File: src/rtl/regfile_ctrl_pkg.sv
// ---------------------------------------------------------------------------
// regfile_ctrl_pkg
// Shared definitions for the bit-slice register-file sequencer.
//   - Default sizing (register count, multiplier width, scratch register).
//   - Command opcodes and the sequencer state encoding.
//   - onehot(): index to one-hot decode. It returns 32 bits and callers
//     size-cast the result to their own enable width.
// ---------------------------------------------------------------------------
package regfile_ctrl_pkg;

    localparam int NREG_DEF    = 5;
    localparam int WIDTH_DEF   = 8;
    localparam int TMP_REG_DEF = 4;
    localparam int IDX_W       = 3;

    localparam logic OP_ADD = 1'b0;
    localparam logic OP_MUL = 1'b1;

    typedef enum logic [2:0] {
        IDLE   = 3'd0,
        ADD_EX = 3'd1,
        CLR    = 3'd2,
        PP     = 3'd3,
        ACC    = 3'd4,
        SHIFT  = 3'd5,
        DONE   = 3'd6
    } state_t;

    function automatic logic [31:0] onehot(input logic [IDX_W-1:0] idx);
        onehot = 32'd1 << idx;
    endfunction

endpackage

File: src/rtl/regfile_seq_ctrl_enable_pair_reg.sv
// ---------------------------------------------------------------------------
// enable_pair_reg
// Registered enable vector together with its registered complement. Both
// halves are real flops so that the pair is complementary in every cycle,
// including while reset is asserted (en_q = 0, en_n_q = all ones).
// Ports:
//   clk     system clock, rising edge
//   rst_n   asynchronous active-low reset
//   en_d    next enable value
//   en_q    registered enable
//   en_n_q  registered complement of en_q
// ---------------------------------------------------------------------------
module enable_pair_reg
    import regfile_ctrl_pkg::*;
#(
    parameter int W = NREG_DEF
) (
    input  logic         clk,
    input  logic         rst_n,
    input  logic [W-1:0] en_d,
    output logic [W-1:0] en_q,
    output logic [W-1:0] en_n_q
);

    always_ff @(posedge clk or negedge rst_n) begin
        if (!rst_n) begin
            en_q   <= '0;
            en_n_q <= '1;
        end else begin
            en_q   <= en_d;
            en_n_q <= ~en_d;
        end
    end

endmodule

File: src/rtl/regfile_seq_ctrl.sv
// ---------------------------------------------------------------------------
// regfile_seq_ctrl
// Sequencer for the bit-slice datapath. Accepts one ADD or MUL command at a
// time and drives the register-file read/write enables, the partial-product
// generator and the adder cycle by cycle. MUL is shift-add: one CLR cycle,
// then a PP / ACC / SHIFT triple per multiplier bit.
// Ports:
//   clk, rst_n                 clock, asynchronous active-low reset
//   start, op                  command strobe (IDLE only), 0=ADD 1=MUL
//   ra, rb, rd                 source A, source B, destination indices
//   mplier                     multiplier value, captured on accept
//   busy, done, err            status: busy through DONE, done/err pulses
//   rd_enA/_n, rd_enB/_n       one-hot read enables and complements
//   wr_en                      one-hot write enable (Z into register)
//   ppgen_en/_n, add_en/_n     datapath unit enables and complements
//   B_0                        current multiplier bit into pp_gen
//   Cin                        adder carry-in (always 0)
//   shift_en                   pulse to the external multiplicand shifter
// All outputs are registered: the output "next" values are decoded from the
// next state, so they appear in the same cycle the FSM enters that state.
// ---------------------------------------------------------------------------
module regfile_seq_ctrl
    import regfile_ctrl_pkg::*;
#(
    parameter int NREG    = NREG_DEF,
    parameter int WIDTH   = WIDTH_DEF,
    parameter int TMP_REG = TMP_REG_DEF
) (
    input  logic             clk,
    input  logic             rst_n,
    input  logic             start,
    input  logic             op,
    input  logic [IDX_W-1:0] ra,
    input  logic [IDX_W-1:0] rb,
    input  logic [IDX_W-1:0] rd,
    input  logic [WIDTH-1:0] mplier,
    output logic             busy,
    output logic             done,
    output logic             err,
    output logic [NREG-1:0]  rd_enA,
    output logic [NREG-1:0]  rd_enA_n,
    output logic [NREG-1:0]  rd_enB,
    output logic [NREG-1:0]  rd_enB_n,
    output logic [NREG-1:0]  wr_en,
    output logic             ppgen_en,
    output logic             ppgen_en_n,
    output logic             add_en,
    output logic             add_en_n,
    output logic             B_0,
    output logic             Cin,
    output logic             shift_en
);

    localparam int               CNT_W    = (WIDTH > 1) ? $clog2(WIDTH) : 1;
    localparam logic [CNT_W-1:0] CNT_LAST = CNT_W'(WIDTH - 1);
    localparam logic [IDX_W-1:0] TMP_IDX  = IDX_W'(TMP_REG);

    // The write-enable complement is not a port; it is kept only so that the
    // write path uses the same pair register as the read ports.
    logic [NREG-1:0] wr_en_n_unused;

    state_t             state_q, state_d;
    logic [IDX_W-1:0]   ra_q, ra_d;
    logic [IDX_W-1:0]   rb_q, rb_d;
    logic [IDX_W-1:0]   rd_q, rd_d;
    logic [WIDTH-1:0]   mreg_q, mreg_d;
    logic [CNT_W-1:0]   cnt_q, cnt_d;

    logic               busy_q, busy_d;
    logic               done_q, done_d;
    logic               err_q, err_d;
    logic               b0_q, b0_d;
    logic               shift_en_q, shift_en_d;

    logic [NREG-1:0]    rd_en_a_d;
    logic [NREG-1:0]    rd_en_b_d;
    logic [NREG-1:0]    wr_en_d;
    logic               ppgen_en_d;
    logic               add_en_d;

    logic               idx_ok;
    logic               mul_ok;
    logic               cmd_ok;

    // Command validation. rb is range-checked for both opcodes. MUL must not
    // use the scratch register as source or accumulator, and the multiplicand
    // must not alias the accumulator because it is read in every PP cycle.
    always_comb begin
        idx_ok = (int'(ra) < NREG) && (int'(rb) < NREG) && (int'(rd) < NREG);
        mul_ok = (ra != TMP_IDX) && (rd != TMP_IDX) && (ra != rd);
        cmd_ok = idx_ok && ((op == OP_ADD) || mul_ok);
    end

    // Next-state and datapath bookkeeping. The opcode is not stored
    // separately: the ADD_EX / CLR branch taken at accept encodes it.
    always_comb begin
        state_d = state_q;
        ra_d    = ra_q;
        rb_d    = rb_q;
        rd_d    = rd_q;
        mreg_d  = mreg_q;
        cnt_d   = cnt_q;
        err_d   = 1'b0;

        case (state_q)
            IDLE: begin
                if (start) begin
                    if (cmd_ok) begin
                        ra_d    = ra;
                        rb_d    = rb;
                        rd_d    = rd;
                        mreg_d  = mplier;
                        cnt_d   = '0;
                        state_d = (op == OP_MUL) ? CLR : ADD_EX;
                    end else begin
                        err_d   = 1'b1;
                    end
                end
            end
            ADD_EX: state_d = DONE;
            CLR:    state_d = PP;
            PP:     state_d = ACC;
            ACC:    state_d = SHIFT;
            SHIFT: begin
                mreg_d  = mreg_q >> 1;
                cnt_d   = cnt_q + 1'b1;
                state_d = (cnt_q == CNT_LAST) ? DONE : PP;
            end
            DONE: begin
                cnt_d   = '0;
                state_d = IDLE;
            end
            default: state_d = IDLE;
        endcase
    end

    // Output decode from the state being entered, so the registered outputs
    // line up with the state register. B_0 in PP uses the post-shift value.
    always_comb begin
        rd_en_a_d  = '0;
        rd_en_b_d  = '0;
        wr_en_d    = '0;
        ppgen_en_d = 1'b0;
        add_en_d   = 1'b0;
        b0_d       = 1'b0;
        shift_en_d = 1'b0;
        done_d     = 1'b0;
        busy_d     = (state_d != IDLE);

        case (state_d)
            ADD_EX: begin
                rd_en_a_d = NREG'(onehot(ra_d));
                rd_en_b_d = NREG'(onehot(rb_d));
                add_en_d  = 1'b1;
                wr_en_d   = NREG'(onehot(rd_d));
            end
            CLR: begin
                // pp_gen with B_0=0 yields zero, clearing the accumulator.
                rd_en_a_d  = NREG'(onehot(ra_d));
                ppgen_en_d = 1'b1;
                wr_en_d    = NREG'(onehot(rd_d));
            end
            PP: begin
                rd_en_a_d  = NREG'(onehot(ra_d));
                ppgen_en_d = 1'b1;
                b0_d       = mreg_d[0];
                wr_en_d    = NREG'(onehot(TMP_IDX));
            end
            ACC: begin
                rd_en_a_d = NREG'(onehot(TMP_IDX));
                rd_en_b_d = NREG'(onehot(rd_d));
                add_en_d  = 1'b1;
                wr_en_d   = NREG'(onehot(rd_d));
            end
            SHIFT:   shift_en_d = 1'b1;
            DONE:    done_d     = 1'b1;
            default: ;
        endcase
    end

    // Reset is asserted asynchronously; release is expected to be
    // synchronised to clk upstream.
    always_ff @(posedge clk or negedge rst_n) begin
        if (!rst_n) begin
            state_q    <= IDLE;
            ra_q       <= '0;
            rb_q       <= '0;
            rd_q       <= '0;
            mreg_q     <= '0;
            cnt_q      <= '0;
            busy_q     <= 1'b0;
            done_q     <= 1'b0;
            err_q      <= 1'b0;
            b0_q       <= 1'b0;
            shift_en_q <= 1'b0;
        end else begin
            state_q    <= state_d;
            ra_q       <= ra_d;
            rb_q       <= rb_d;
            rd_q       <= rd_d;
            mreg_q     <= mreg_d;
            cnt_q      <= cnt_d;
            busy_q     <= busy_d;
            done_q     <= done_d;
            err_q      <= err_d;
            b0_q       <= b0_d;
            shift_en_q <= shift_en_d;
        end
    end

    enable_pair_reg #(.W(NREG)) u_rd_a (
        .clk    (clk),
        .rst_n  (rst_n),
        .en_d   (rd_en_a_d),
        .en_q   (rd_enA),
        .en_n_q (rd_enA_n)
    );

    enable_pair_reg #(.W(NREG)) u_rd_b (
        .clk    (clk),
        .rst_n  (rst_n),
        .en_d   (rd_en_b_d),
        .en_q   (rd_enB),
        .en_n_q (rd_enB_n)
    );

    enable_pair_reg #(.W(NREG)) u_wr (
        .clk    (clk),
        .rst_n  (rst_n),
        .en_d   (wr_en_d),
        .en_q   (wr_en),
        .en_n_q (wr_en_n_unused)
    );

    enable_pair_reg #(.W(1)) u_ppgen (
        .clk    (clk),
        .rst_n  (rst_n),
        .en_d   (ppgen_en_d),
        .en_q   (ppgen_en),
        .en_n_q (ppgen_en_n)
    );

    enable_pair_reg #(.W(1)) u_add (
        .clk    (clk),
        .rst_n  (rst_n),
        .en_d   (add_en_d),
        .en_q   (add_en),
        .en_n_q (add_en_n)
    );

    assign busy     = busy_q;
    assign done     = done_q;
    assign err      = err_q;
    assign B_0      = b0_q;
    assign shift_en = shift_en_q;
    assign Cin      = 1'b0;

endmodule

File: config.mk
export PLATFORM = sky130hd
export DESIGN_NAME = regfile_seq_ctrl
export DESIGN_NICKNAME = d
export VERILOG_FILES = /design/src/rtl/regfile_ctrl_pkg.sv /design/src/rtl/regfile_seq_ctrl_enable_pair_reg.sv /design/src/rtl/regfile_seq_ctrl.sv
export SDC_FILE = /design/constraint.sdc
export NUM_CORES = 1
export LEC_CHECK = 0
export BUFFER_PORTS_ARGS = -buffer_cell sky130_fd_sc_hd__buf_2
export CAP_MARGIN = 15
export CORE_MARGIN = 2
export CORE_UTILIZATION = 53
export CTS_CLUSTER_DIAMETER = 40
export DETAILED_ROUTE_END_ITERATION = 10
export PLACE_DENSITY = 0.79
export SLEW_MARGIN = 20
export SYNTH_ARGS = -nofsm -noshare
export SYNTH_HDL_FRONTEND = slang
export SYNTH_SLANG_ARGS = --single-unit
export TNS_END_PERCENT = 10
File: constraint.sdc
create_clock -name clk -period 2.4 [get_ports clk]
set_input_delay 0.36 -clock clk [delete_from_list [all_inputs] [get_ports clk]]
set_output_delay 0.36 -clock clk [all_outputs]
set_load 0.005 [all_outputs]
# Yosys cells after proc, flatten, opt, wreduce, memory -nomap -nowiden
# Index checks and enable logic that the tools add are counted.
# W data, S select, Z words.
dict set report word_totals {
  elab_cells 98
  register_bits 57
}
dict set report classes {
  n_shift 3
  n_bitwise 5
  eq_ne 18
  n_reduce_logical 16
  mux 31
  n_addsub 1
  magnitude_cmp 3
}
# cell count
set op_table {}
lappend op_table {{$mux W3} 14}
lappend op_table {{$pmux W5 S2} 3}
lappend op_table {{$eq A3 B3 Y1 const B} 7}
lappend op_table {{$pmux W3 S6} 1}
lappend op_table {{$mux W8} 2}
lappend op_table {{$pmux W8 S2} 1}
lappend op_table {{$shl A1 B3 Y5 const A} 3}
lappend op_table {{$eq A3 B2 Y1 const B} 4}
lappend op_table {{$not A5 Y5} 2}
lappend op_table {{$lt A3 B3 Y1 const B} 3}
lappend op_table {{$pmux W3 S3} 1}
lappend op_table {{$mux W1} 8}
lappend op_table {{$eq A3 B1 Y1 const B} 2}
lappend op_table {{$ne A3 B3 Y1 const B} 2}
lappend op_table {{$reduce_and A3 Y1} 2}
lappend op_table {{$reduce_bool A3 Y1} 2}
lappend op_table {{$reduce_or A3 Y1} 2}
lappend op_table {{$logic_and A1 B1 Y1} 5}
lappend op_table {{$ne A2 B2 Y1 const B} 2}
lappend op_table {{$reduce_or A2 Y1} 2}
lappend op_table {{$add A3 B1 Y3 const B} 1}
lappend op_table {{$logic_not A3 Y1} 1}
lappend op_table {{$ne A3 B3 Y1} 1}
lappend op_table {{$not A1 Y1} 3}
lappend op_table {{3 further kinds} 3}

# Longest topological paths before layout
# Gate-level depths: netlist (run 1).
dict set report logic_depth {
  word_depth 12
  depth_mapped 8
  depth_no_buf 7
}

# Cells and area by module
# From an unflattened synthesis (run 1), not the netlist that was laid out.
dict set report hier_totals {
  cells_unflattened 228
  hier_area_um2 2585.0
}
# mod instances area_per_inst_um2 cells_per_inst
set by_module_without_submodules {}
lappend by_module_without_submodules {regfile_seq_ctrl 1 1649.1 177}
lappend by_module_without_submodules {{enable_pair_reg (u_rd_a ...)} 3 275.3 15}
lappend by_module_without_submodules {{enable_pair_reg (u_add ...)} 2 55.1 3}

# Least setup slack after synthesis (run 1)
# No wires, ideal clock.
dict set report synth_path {
  kind {in2reg}
  from {input port ra[1]}
  to {register busy_q (netlist: busy)}
  arrival_time_ns 1.582
  required_ns 2.269
  setup_time_ns 0.131
  stages 6
  slack_ns 0.687
  path_cell_list {buf_2 xor2_1 o21ai_4 nor2_1 a221o_1 or3_1}
}
dict set report synth_via {
  elab_chain_len 9
}
# item line
set synth_lines {}
lappend synth_lines {{start, declared} regfile_seq_ctrl.sv:33} ;# input logic [IDX_W-1:0] ra,
lappend synth_lines {{branches (longest 4 deep; another with $lt A3 B3 Y1)} --}
lappend synth_lines {{$logic_and A1 B1 Y1 (*)} regfile_seq_ctrl.sv:91} ;# cmd_ok = idx_ok && ((op == OP_ADD) || mul_ok);
lappend synth_lines {{$mux W3 (*)} regfile_seq_ctrl.sv:108} ;# if (cmd_ok) begin
lappend synth_lines {{$mux W3 (*)} regfile_seq_ctrl.sv:107} ;# if (start) begin
lappend synth_lines {{$pmux W3 S6 (*)} regfile_seq_ctrl.sv:105} ;# case (state_q)
lappend synth_lines {{net state_d[1]} regfile_seq_ctrl.sv:62} ;# state_t state_q, state_d;
lappend synth_lines {{$reduce_bool A3 Y1 (*)} regfile_seq_ctrl.sv:148} ;# busy_d = (state_d != IDLE);
lappend synth_lines {{net busy_d} regfile_seq_ctrl.sv:69} ;# logic busy_q, busy_d;
lappend synth_lines {{end signal, assigned} regfile_seq_ctrl.sv:203} ;# busy_q <= busy_d;
lappend synth_lines {{end, declared} regfile_seq_ctrl.sv:69}
# Mark *: on every way through the listed nets, which the timed path passes.
# A chain may end at the register's enable or synchronous reset.

# Worst setup path after layout (run 1)
dict set report layout_path {
  from {register state_q[0]}
  to {register b0_q (netlist: B_0)}
}
dict set report layout_via {
  elab_chain_len 5
}
# item line
set layout_lines {}
lappend layout_lines {{start, declared} regfile_seq_ctrl.sv:62}
lappend layout_lines {{start signal, assigned} regfile_seq_ctrl.sv:197} ;# state_q <= state_d;
lappend layout_lines {{$mux W3} regfile_seq_ctrl.sv:108}
lappend layout_lines {{$mux W3} regfile_seq_ctrl.sv:107}
lappend layout_lines {{$pmux W3 S6} regfile_seq_ctrl.sv:105}
lappend layout_lines {{$eq A3 B2 Y1} regfile_seq_ctrl.sv:150} ;# case (state_d)
lappend layout_lines {{$mux W1 (*)} regfile_seq_ctrl.sv:150}
lappend layout_lines {{net b0_d} regfile_seq_ctrl.sv:72} ;# logic b0_q, b0_d;
lappend layout_lines {{end signal, assigned} regfile_seq_ctrl.sv:194} ;# b0_q <= 1'b0;
lappend layout_lines {{end signal, assigned} regfile_seq_ctrl.sv:206} ;# b0_q <= b0_d;
lappend layout_lines {{end, declared} regfile_seq_ctrl.sv:72}
# Mark *: on every way through the listed nets, which the timed path passes. The rest lies on a longest branch.

==> qor_table.md, run 1 <==
| Result | This run | Unit |
| --- | --- | --- |
| Vias | 1797 | - |
| GRT Total Usage | 20.2 | % |
| Standard-cell rows | 24 | - |
| Largest cells by area after synthesis | sky130_fd_sc_hd__dfrtp_1 (44%), sky130_fd_sc_hd__dfstp_2 (13%), sky130_fd_sc_hd__nand2_1 (4.1%) | - |
| Crit path time final | 2.08 | ns |
| Mean routed wirelength per cell | 15.1 | microns |
| Startpoint of the most critical setup path | state_q[0] | - |
| Count of antenna diodes in the layout | 0 | - |
| Measured slew at the worst slew-check pin | 0.627 | ns |
| Number of cells upsized or downsized after cts | 0 | - |
| Maximum clock rate | 482 | MHz |
| DP Wirelength | 3430 | microns |
| Boundary pin count | 56 | - |
| Area of the die | 5030 | sq um |
| CP Data Required Time | 2.64 | ns |
| Number of global-route vias before repair | 1675 | - |
| Worst slew margin relative to its limit | 58.2 | % |
| Kind of start point of the critical path | register | - |
| CP endpoint kind | register | - |
| Synthesized instance count | 211 | - |
| EDFF count, synth | 0 | - |
| Maximum number of pins on one net before global-route repair | 29 | - |
| Number of setup violations in the final report | 0 | - |
| Area of placed instances | 2680 | sq um |
| Overall power after layout | 2.84 | mW |
| Number of buffers inserted by post-CTS setup repair | 0 | - |
| Critical path fanouts, max | 17 | - |
| Layout Nets | 287 | - |
| Async S/R FF share, synth | 100 | % |
| Distinct cell type count after synthesis | 56 | - |
| Buffer levels on the longest clock path | 2 | - |
| Num CTS Buffers | 5 | - |
| Global-route wire length before repair | 7990 | microns |
| Core region area | 4320 | sq um |
| Final worst slack | 0.324 | ns |
| Reg2Reg Launch Point | state_q[0] | - |
| Post-synthesis instance area | 2370 | sq um |
| Peak supply drop | 505 | uV |
| Reported max-cap violation count | 0 | - |
| Status | complete, no violations | - |
| Port buffer count | 54 | - |
| Die Y-Extent | 70.9 | microns |
| Grt ovf | 0 | - |
| Hold crit path type | in -> async | - |
| Post-synth top cells | sky130_fd_sc_hd__dfrtp_1 (42), sky130_fd_sc_hd__nand2_1 (26), sky130_fd_sc_hd__dfstp_2 (12) | - |
| Post-synthesis to final-layout area growth | 17.3 | % |
| Leakage | 1.41 | nW |
| Vias per cell | 5.67 | - |
| Final non-filler cell area | 2790 | sq um |
| Number of sinks handled by clock tree synthesis | 54 | - |
| Worst reg-to-reg path cell count | 6 | - |
| Total negative setup slack | 0 | ns |
| Pins Over Slew Limit | 0 | - |
| Signal arrival time at the worst endpoint | 2.31 | ns |
| Number of filler cells placed in the layout | 354 | - |
| Final Cycle Share | 86.5 | % |
| Share of post-route cells with drive strength above 1 | 32.5 | % |
| Starting Density | 54.9 | % |
| Iteration-0 DRC Markers | 213 | - |
| Register-to-register path setup slack | 0.32 | ns |
| Drc violations | 0 | - |
| Antenna violations before repair | 0 | - |
| Hold-fix buffers at CTS | 0 | - |
| CTS root buf | sky130_fd_sc_hd__clkbuf_8 | - |
| Net count after synthesis | 234 | - |
| Unrepaired setup endpoints after global routing | false | - |
| Final Hold Slack | 0.0631 | ns |
| Total detailed-routing wirelength | 4800 | microns |
| CTS clock-pin slew for the worst setup and hold paths | 0.09 | ns |
| Clock latency on the worst-skew pair | 0.31 | ns |
| Final GP Congestion | 0.835 | - |
| Clock Skews | 0.00431 | ns |
| TritonCTS clock tree | built | - |
| Cell with the most instances after synthesis | sky130_fd_sc_hd__dfrtp_1 | - |
| Ratio of total power to cell area | 1020 | nW/um^2 |
| Chip Width | 70.9 | microns |
| Number of synthesized register bits | 54 | - |
| Number of nets with antenna violations after detailed routing | 0 | - |
| Portion of the post-synthesis area used by sequential elements | 57.6 | % |
| Number of levels in the clock H-tree | 2 | - |
| Post-placement worst setup slack | 0.351 | ns |
| Post-synthesis cell type with the largest combined area | sky130_fd_sc_hd__dfrtp_1 | - |
| Proportion of netlist area held by the largest area contributor | 44.3 | % |
| Crit Path Category | reg -> reg | - |
| Synthesized area per cell | 11.2 | sq um |
| Reg-to-reg critical path endpoint | B_0 | - |
| First-pass iteration count of the detailed router | 4 | - |
| Dominant synthesized flop cell | sky130_fd_sc_hd__dfrtp_1 | - |
| Number of warnings printed during yosys synthesis | 0 | - |
| Endpoints failing hold | 0 | - |
-- where the power goes --
group | internal [mW] | switching [mW] | total (mW)
Sequential | 1.20 | 0.186 | 1.38
Clock | 0.307 | 0.285 | 0.592
Combinational | 0.380 | 0.483 | 0.864
Total | 1.89 | 0.954 | 2.84
-- metal layers --
metal  vias up  track usage (%)  share of wire [%]
met3         6             4.84                6.1
li1        855                -                  -
met1       865             27.9                 44
met2        71             31.8                 49
met5         -                0                  0
met4         0             6.29                1.3
-- worst max-delay path by stage --
stage / to / slack, ns
after floorplan: busy / 0.69
after global placement: u_wr.en_q[4] / 0.42
after detailed placement: B_0 / 0.35
after CTS: B_0 / 0.34
after global routing: B_0 / 0.11
final: B_0 / 0.32
-- registers in the layout, summed over array words and instances, names as in the netlist, 3 cells and up --
name and flops:
cnt_q 3, mreg_q 8, ra_q 3, rd_q 3, state_q 3, u_rd_a.en_n_q 5, u_rd_a.en_q 5, u_rd_b.en_n_q 5
u_rd_b.en_q 5, u_wr.en_q 5
-- critical path: stages, from the launching register on --
cell and delay [ns]:
sky130_fd_sc_hd__dfrtp_1 0.58, sky130_fd_sc_hd__nor4b_4 0.38, sky130_fd_sc_hd__nand4_4 0.20, sky130_fd_sc_hd__a21oi_4 0.36
sky130_fd_sc_hd__buf_4 0.23, sky130_fd_sc_hd__a22oi_1 0.11, sky130_fd_sc_hd__a21oi_1 0.15
-- cells in the final DEF (no fill, tap or decap), types with 3 or more instances in the layout --
cell type and instances:
sky130_fd_sc_hd__nand3_1 4, sky130_fd_sc_hd__inv_1 10, sky130_fd_sc_hd__o22ai_1 3, sky130_fd_sc_hd__nor2_1 11
sky130_fd_sc_hd__o21ai_0 5, sky130_fd_sc_hd__a21o_1 9, sky130_fd_sc_hd__buf_4 4, sky130_fd_sc_hd__dfrtp_1 42
sky130_fd_sc_hd__a22o_1 6, sky130_fd_sc_hd__o21ai_1 4, sky130_fd_sc_hd__o211ai_1 3, sky130_fd_sc_hd__a21oi_1 8
sky130_fd_sc_hd__nand2_1 26, sky130_fd_sc_hd__clkbuf_8 5, sky130_fd_sc_hd__nor3_1 3, sky130_fd_sc_hd__dfstp_2 12
sky130_fd_sc_hd__buf_2 54, sky130_fd_sc_hd__o21bai_1 3
-- cells by family after synthesis --
| family | synth area share (%) |
|---|---|
| AND/OR/NAND/NOR | 15.2 |
| AO/OA/AOI/OAI | 19.8 |
| flip-flops | 57.6 |
| buffers and inverters | 5.06 |
| adder cells (fa/ha/maj) | 1.05 |
| XOR/XNOR | 0.738 |
| other | 0.158 |
| multiplexers | 0.422 |
-- area by class of cell --
cell class	instances	area, sq um	area share, %
clock buffers	5	68.8	2.47
clock inverters	3	40.0	1.44
inverters	10	37.5	1.35
multi-input cells	134	887	31.9
flip-flops and latches	54	1370	49.1
well taps	52	65.1	2.34
repair buffers	59	320	11.5
-- per-stage QoR --
step / cells / util (%)
final: 317 / 64.4
after global routing: 317 / 64.4
after CTS: 317 / 64.4
after detailed placement: 309 / 61.9
after global placement: 309 / 61.9
after floorplan: 211 / -
(Power assumes the default switching activity.)
==> inputs of run 2 (changes only) <==
==> constraint.sdc (replaced) <==
create_clock -name clk -period 2.4 [get_ports clk]
set_input_delay 0.24 -clock clk [delete_from_list [all_inputs] [get_ports clk]]
set_output_delay 0.24 -clock clk [all_outputs]
set_load 0.005 [all_outputs]
==> qor_table.md, run 2 (synthesized netlist as in run 1, its figures left out) <==
| Result | This run | Unit |
| --- | --- | --- |
| GRT Total Usage | 19.8 | % |
| Crit path time final | 2.07 | ns |
| Vias | 1792 | - |
| Antenna violations before repair | 0 | - |
| Maximum clock rate | 482 | MHz |
| Unrepaired setup endpoints after global routing | false | - |
| Endpoints failing hold | 0 | - |
| Chip Width | 70.9 | microns |
| Kind of start point of the critical path | register | - |
| Sw frac | 34.3 | % |
| Peak supply drop | 533 | uV |
| Starting Density | 54.9 | % |
| Die Y-Extent | 70.9 | microns |
| Layout Nets | 287 | - |
| Signal arrival time at the worst endpoint | 2.30 | ns |
| First-pass iteration count of the detailed router | 4 | - |
| TritonCTS clock tree | built | - |
| Crit Path Category | reg -> reg | - |
| Share of post-route cells with drive strength above 1 | 32.5 | % |
| Measured slew at the worst slew-check pin | 0.879 | ns |
| Critical path fanouts, max | 14 | - |
| Drc violations | 0 | - |
| Total detailed-routing wirelength | 4730 | microns |
| Pins Over Slew Limit | 0 | - |
| Net load switching power | 0.939 | mW |
| Top library cells by usage in the layout, fill and taps aside | sky130_fd_sc_hd__buf_2 (54), sky130_fd_sc_hd__dfrtp_1 (42), sky130_fd_sc_hd__nand2_1 (26) | - |
| Hold-fix buffers at CTS | 0 | - |
| Internal Power | 1.80 | mW |
| Slowest cell on the critical path | sky130_fd_sc_hd__dfrtp_1 | - |
| Number of buffers inserted by post-CTS setup repair | 0 | - |
| Ratio of total power to cell area | 993 | nW/um^2 |
| Number of levels in the clock H-tree | 2 | - |
| Clock latency on the worst-skew pair | 0.31 | ns |
| Global-route wire length before repair | 7820 | microns |
| Commonest non-fill, non-tap cell in the layout | sky130_fd_sc_hd__buf_2 | - |
| Number of global-route vias before repair | 1645 | - |
| Buffer levels on the longest clock path | 2 | - |
| Count of antenna diodes in the layout | 0 | - |
| CTS root buf | sky130_fd_sc_hd__clkbuf_8 | - |
| Hold crit path type | in -> async | - |
| Num CTS Buffers | 5 | - |
| Total negative setup slack | 0 | ns |
| Register with the most flip-flops | mreg_q | - |
| DP Wirelength | 3470 | microns |
| Critical path's largest stage delay | 0.55 | ns |
| Port buffer count | 54 | - |
| Vias per cell | 5.65 | - |
| Leakage | 1.39 | nW |
| Flop pwr share | 51.2 | % |
| CTS clock-pin slew for the worst setup and hold paths | 0.09 | ns |
| Maximum number of pins on one net before global-route repair | 44 | - |
| Worst slew margin relative to its limit | 41.4 | % |
| Number of filler cells placed in the layout | 380 | - |
| CP endpoint kind | register | - |
| Number of setup violations in the final report | 0 | - |
| Mean routed wirelength per cell | 14.9 | microns |
| Number of flip-flops in the largest register | 8 | - |
| CP cell instances | nor4b_4 -> nand4_4 -> a21oi_4 -> buf_4 -> a22oi_1 -> a21oi_1 | - |
| Clock Power Share | 19.1 | % |
| Core region area | 4320 | sq um |
| Number of cells upsized or downsized after cts | 0 | - |
| Reported max-cap violation count | 0 | - |
| Cells after DPL | 309 | - |
| Standard-cell rows | 24 | - |
| Number of sinks handled by clock tree synthesis | 54 | - |
| Status | complete, no violations | - |
| Boundary pin count | 56 | - |
| Final Cycle Share | 86.4 | % |
| Combinational cell fraction of total power | 29.7 | % |
| Post-synthesis to final-layout area growth | 16.2 | % |
| CP Data Required Time | 2.63 | ns |
| Clock Skews | 0.00440 | ns |
| Iteration-0 DRC Markers | 131 | - |
| Grt ovf | 0 | - |
| Number of nets with antenna violations after detailed routing | 0 | - |
| Area of the die | 5030 | sq um |
| Final GP Congestion | 0.819 | - |
| Finished Layout Cells | 317 | - |
[run 2: cell count changes in the layout (fill, tap and decap cells not counted)]
| cell | change |
|---|---|
| sky130_fd_sc_hd__buf_12 | -1 |
| sky130_fd_sc_hd__buf_4 | +1 |
| sky130_fd_sc_hd__bufinv_16 | -1 |
| sky130_fd_sc_hd__clkbuf_8 | +1 |
| sky130_fd_sc_hd__clkinv_2 | -1 |
| sky130_fd_sc_hd__clkinvlp_4 | +1 |
[run 2: final cells by class]
type,instances,area [sq um],area share (%)
clock inverter,2,12.5,0.454
sequential,54,1370,49.5
clock buffer,6,82.6,2.99
multi-input combinational,134,887,32.2
inverter,10,37.5,1.36
timing repair buffer,59,308,11.2
tap,52,65.1,2.36
[run 2: final timing paths]
check | startpoint | end | slack (ns) | depth (start not counted)
min reg2reg | mreg_q[2] | mreg_q[2] | 0.49 | 1
min in group clk | mplier[7] | mreg_q[7] | 0.15 | 3
max | state_q[1] | B_0 | 0.33 | 6
max reg2reg | state_q[1] | B_0 | 0.33 | 6
min | rst_n | u_rd_b.en_q[3] | 0.05 | 1
max in group asynchronous | rst_n | mreg_q[7] | 1.72 | 2
[run 2: through the flow]
step	cell area [sq um]	utilization, %	worst slack, ns	hold WS [ns]	power (mW)
floorplan	2370	-	0.691	-0.0556	1.94
detailed placement	2660	61.6	0.375	0.419	2.23
finish	2760	63.8	0.326	0.0513	2.74
global route	2760	63.8	0.180	0.122	2.92
CTS	2760	63.8	0.347	0.0882	2.75
global placement	2660	61.6	0.448	0.402	2.20
[run 2: power by group through the flow]
stage	combinational, mW	sequential (mW)	clock (mW)
floorplan	0.579	1.36	0
global placement	0.799	1.40	0
detailed placement	0.818	1.42	0
CTS	0.821	1.40	0.531
global route	0.916	1.43	0.572
finish	0.814	1.40	0.523
[run 2: layer usage]
layer	vias up	global-route usage, %	share of wire, %
met4	0	7.76	1.6
met5	-	0	0
met1	872	27.5	44
met3	7	3.70	5.6
met2	62	31.3	49
li1	851	-	-
[run 2: worst max-delay path, delay by kind of cell, from the launching register on]
family,cells,cell delay [ns]
AOI/OAI and AO/OA,3,0.61
DFF,1,0.55
and+or+nand+nor,2,0.60
buffers and inverters,1,0.24
==> inputs of run 3 (changes only) <==
--- a/config.mk
+++ b/config.mk
@@ -5,13 +5,15 @@
 export SDC_FILE = /design/constraint.sdc
 export NUM_CORES = 1
 export LEC_CHECK = 0
+export ABC_AREA = 1
 export BUFFER_PORTS_ARGS = -buffer_cell sky130_fd_sc_hd__buf_2
 export CAP_MARGIN = 15
+export CORE_ASPECT_RATIO = 0.7
 export CORE_MARGIN = 2
 export CORE_UTILIZATION = 53
 export CTS_CLUSTER_DIAMETER = 40
 export DETAILED_ROUTE_END_ITERATION = 10
-export PLACE_DENSITY = 0.79
+export PLACE_DENSITY = 0.78
 export SLEW_MARGIN = 20
 export SYNTH_ARGS = -nofsm -noshare
 export SYNTH_HDL_FRONTEND = slang
==> qor_table.md, run 3 <==
| Result | This run | Unit |
| --- | --- | --- |
| Endpoints failing hold | 0 | - |
| Number of global-route vias before repair | 1765 | - |
| Reported max-cap violation count | 0 | - |
| Post-synthesis instance area | 2540 | sq um |
| Vias | 1892 | - |
| Maximum clock rate | 474 | MHz |
| Most frequent cell on the critical path | sky130_fd_sc_hd__nand2_1 | - |
| Worst slew margin relative to its limit | 57.8 | % |
| Port buffer count | 54 | - |
| Critical path's largest stage delay | 0.43 | ns |
| Final GP Congestion | 0.785 | - |
| Core region area | 4700 | sq um |
| First-pass iteration count of the detailed router | 5 | - |
| Critical path fanouts, max | 23 | - |
| Number of cells upsized or downsized after cts | 0 | - |
| Post-synthesis to final-layout area growth | 20.6 | % |
| Slowest cell on the critical path | sky130_fd_sc_hd__dfrtp_1 | - |
| Routed met3 length | 290 | microns |
| Num CTS Buffers | 9 | - |
| Kind of start point of the critical path | register | - |
| Signal arrival time at the worst endpoint | 2.39 | ns |
| CTS clock-pin slew for the worst setup and hold paths | 0.06 | ns |
| Crit path time final | 2.11 | ns |
| Drc violations | 0 | - |
| Number of levels in the clock H-tree | 3 | - |
| Total negative setup slack | 0 | ns |
| Maximum number of pins on one net before global-route repair | 24 | - |
| Net count after synthesis | 288 | - |
| Grt ovf | 0 | - |
| Post-placement worst setup slack | 0.312 | ns |
| Number of sinks handled by clock tree synthesis | 57 | - |
| Antenna violations before repair | 0 | - |
| Async S/R FF share, synth | 100 | % |
| Number of synthesized register bits | 57 | - |
| Register with the most flip-flops | mreg_q | - |
| Hold-fix buffers at CTS | 1 | - |
| Proportion of netlist area held by the largest area contributor | 44.4 | % |
| Number of warnings printed during yosys synthesis | 0 | - |
| Wire length on met2 | 2030 | microns |
| Layout Nets | 353 | - |
| Chip Width | 86.7 | microns |
| DP Wirelength | 3640 | microns |
| Portion of the post-synthesis area used by sequential elements | 56.8 | % |
| Crit Path Category | reg -> reg | - |
| Unrepaired setup endpoints after global routing | false | - |
| Synthesized area per cell | 9.58 | sq um |
| CP cell instances | nor2_2 -> nand2_1 -> inv_2 -> nand2_2 -> nor2_2 -> nand2_2 -> nand2_4 -> nand2_1 -> o21ai_2 -> nand2_1 -> nor2_1 -> nor2_1 | - |
| Final Cycle Share | 87.9 | % |
| Total detailed-routing wirelength | 4910 | microns |
| Area of the die | 5370 | sq um |
| Uppermost metal layer occupied by signal nets | met4 | - |
| Buffer levels on the longest clock path | 2 | - |
| Number of buffers inserted by post-CTS setup repair | 0 | - |
| Ratio of total power to cell area | 1100 | nW/um^2 |
| Commonest non-fill, non-tap cell in the layout | sky130_fd_sc_hd__nand2_1 | - |
| Count of antenna diodes in the layout | 0 | - |
| Synthesized instance count | 265 | - |
| CP endpoint kind | register | - |
| Leakage | 1.63 | nW |
| CP Data Required Time | 2.68 | ns |
| Dominant synthesized flop cell | sky130_fd_sc_hd__dfrtp_1 | - |
| TritonCTS clock tree | built | - |
| Post-synth top cells | sky130_fd_sc_hd__nand2_1 (59), sky130_fd_sc_hd__dfrtp_1 (45), sky130_fd_sc_hd__nor2_1 (24) | - |
| Mean routed wirelength per cell | 12.5 | microns |
| Clock Skews | 0.00746 | ns |
| Distinct cell type count after synthesis | 34 | - |
| Final worst slack | 0.290 | ns |
| Iteration-0 DRC Markers | 86 | - |
| Top library cells by usage in the layout, fill and taps aside | sky130_fd_sc_hd__nand2_1 (59), sky130_fd_sc_hd__buf_2 (54), sky130_fd_sc_hd__dfrtp_1 (45) | - |
| Standard-cell rows | 21 | - |
| Pins Over Slew Limit | 0 | - |
| M1 wire length | 2530 | microns |
| Peak supply drop | 531 | uV |
| Boundary pin count | 56 | - |
| Cell with the most instances after synthesis | sky130_fd_sc_hd__nand2_1 | - |
| Clock latency on the worst-skew pair | 0.34 | ns |
| Die Y-Extent | 61.9 | microns |
| Post-synthesis cell type with the largest combined area | sky130_fd_sc_hd__dfrtp_1 | - |
| Status | complete, no violations | - |
| Number of setup violations in the final report | 0 | - |
| Share of post-route cells with drive strength above 1 | 39.4 | % |
| CTS root buf | sky130_fd_sc_hd__clkbuf_8 | - |
| Number of nets with antenna violations after detailed routing | 0 | - |
| GRT Total Usage | 21.0 | % |
| Global-route wire length before repair | 8230 | microns |
| Starting Density | 54.0 | % |
| Hold crit path type | in -> reg | - |
| Number of flip-flops in the largest register | 8 | - |
| Measured slew at the worst slew-check pin | 0.630 | ns |
| Vias per cell | 4.83 | - |
| Largest cells by area after synthesis | sky130_fd_sc_hd__dfrtp_1 (44%), sky130_fd_sc_hd__dfstp_2 (12%), sky130_fd_sc_hd__nand2_1 (8.7%) | - |
| EDFF count, synth | 0 | - |
run 3: cell types whose count changed after synthesis, sizes merged, moves of 6 or more:
cell / delta
nand2: +48
a22oi: +6
nor2: +23
inv: +23
a21o: -9
nand3: +16
run 3: layout make-up:
class | instances | area, sq um
timing repair buffer | 60 | 318
fill | 404 | 1640
clock buffer | 13 | 169
sequential | 57 | 1440
multi-input combinational | 168 | 915
clock inverter | 3 | 15.0
inverter | 34 | 130
tap | 57 | 71.3
run 3: kinds of logic (layout without fill, tap and decap cells):
| group | Yosys count | after routing | synth area share [%] |
|---|---|---|---|
| fa+ha+maj | 2 | 2 | 0.986 |
| flops | 57 | 57 | 56.8 |
| other cells | 1 | 1 | 0.148 |
| compound gates | 26 | 26 | 6.90 |
| simple gates | 139 | 139 | 28.0 |
| buf+inv | 40 | 110 | 7.15 |
run 3: power by group:
| group | switching, mW | internal, mW | total [mW] |
|---|---|---|---|
| Clock | 0.370 | 0.454 | 0.823 |
| Combinational | 0.739 | 0.420 | 1.16 |
| Sequential | 0.118 | 1.27 | 1.39 |
| Total | 1.23 | 2.14 | 3.37 |
run 3: layer usage:
metal,GRT usage (%),vias to the layer above
met1,29.5,865
met2,29.9,57
met4,7.37,0
met5,0,-
met3,8.45,8
li1,-,962
run 3: per-stage QoR:
| stage | hold slack [ns] | instances | power, mW | util, % | instance area, sq um |
|---|---|---|---|---|---|
| after floorplan | -0.0556 | 265 | 2.20 | - | 2540 |
| after global placement | 0.178 | 375 | 2.54 | 60.9 | 2870 |
| after detailed placement | 0.178 | 375 | 2.56 | 60.9 | 2870 |
| after CTS | 0.0980 | 392 | 3.40 | 65.0 | 3060 |
| after global routing | 0.103 | 392 | 3.62 | 65.0 | 3060 |
| final | 0.117 | 392 | 3.37 | 65.0 | 3060 |
run 3: worst max-delay path, delay by kind of cell (launching register included):
kind            cells  cell delay [ns]
compound gates      1             0.14
buf+inv             1             0.08
flops               1             0.43
simple gates       10             1.39
run 3: worst paths after layout:
| path | from | to | slack [ns] | cells past startpoint |
|---|---|---|---|---|
| min | mplier[3] | mreg_q[3] | 0.12 | 3 |
| min reg2reg | cnt_q[1] | cnt_q[1] | 0.48 | 2 |
| max reg2reg | state_q[0] | u_rd_a.en_n_q[4] | 0.29 | 12 |
| min in group asynchronous | rst_n | state_q[1] | 0.34 | 2 |
| max | state_q[0] | u_rd_a.en_n_q[4] | 0.29 | 12 |
| max in group asynchronous | rst_n | u_rd_a.en_n_q[3] | 1.38 | 3 |
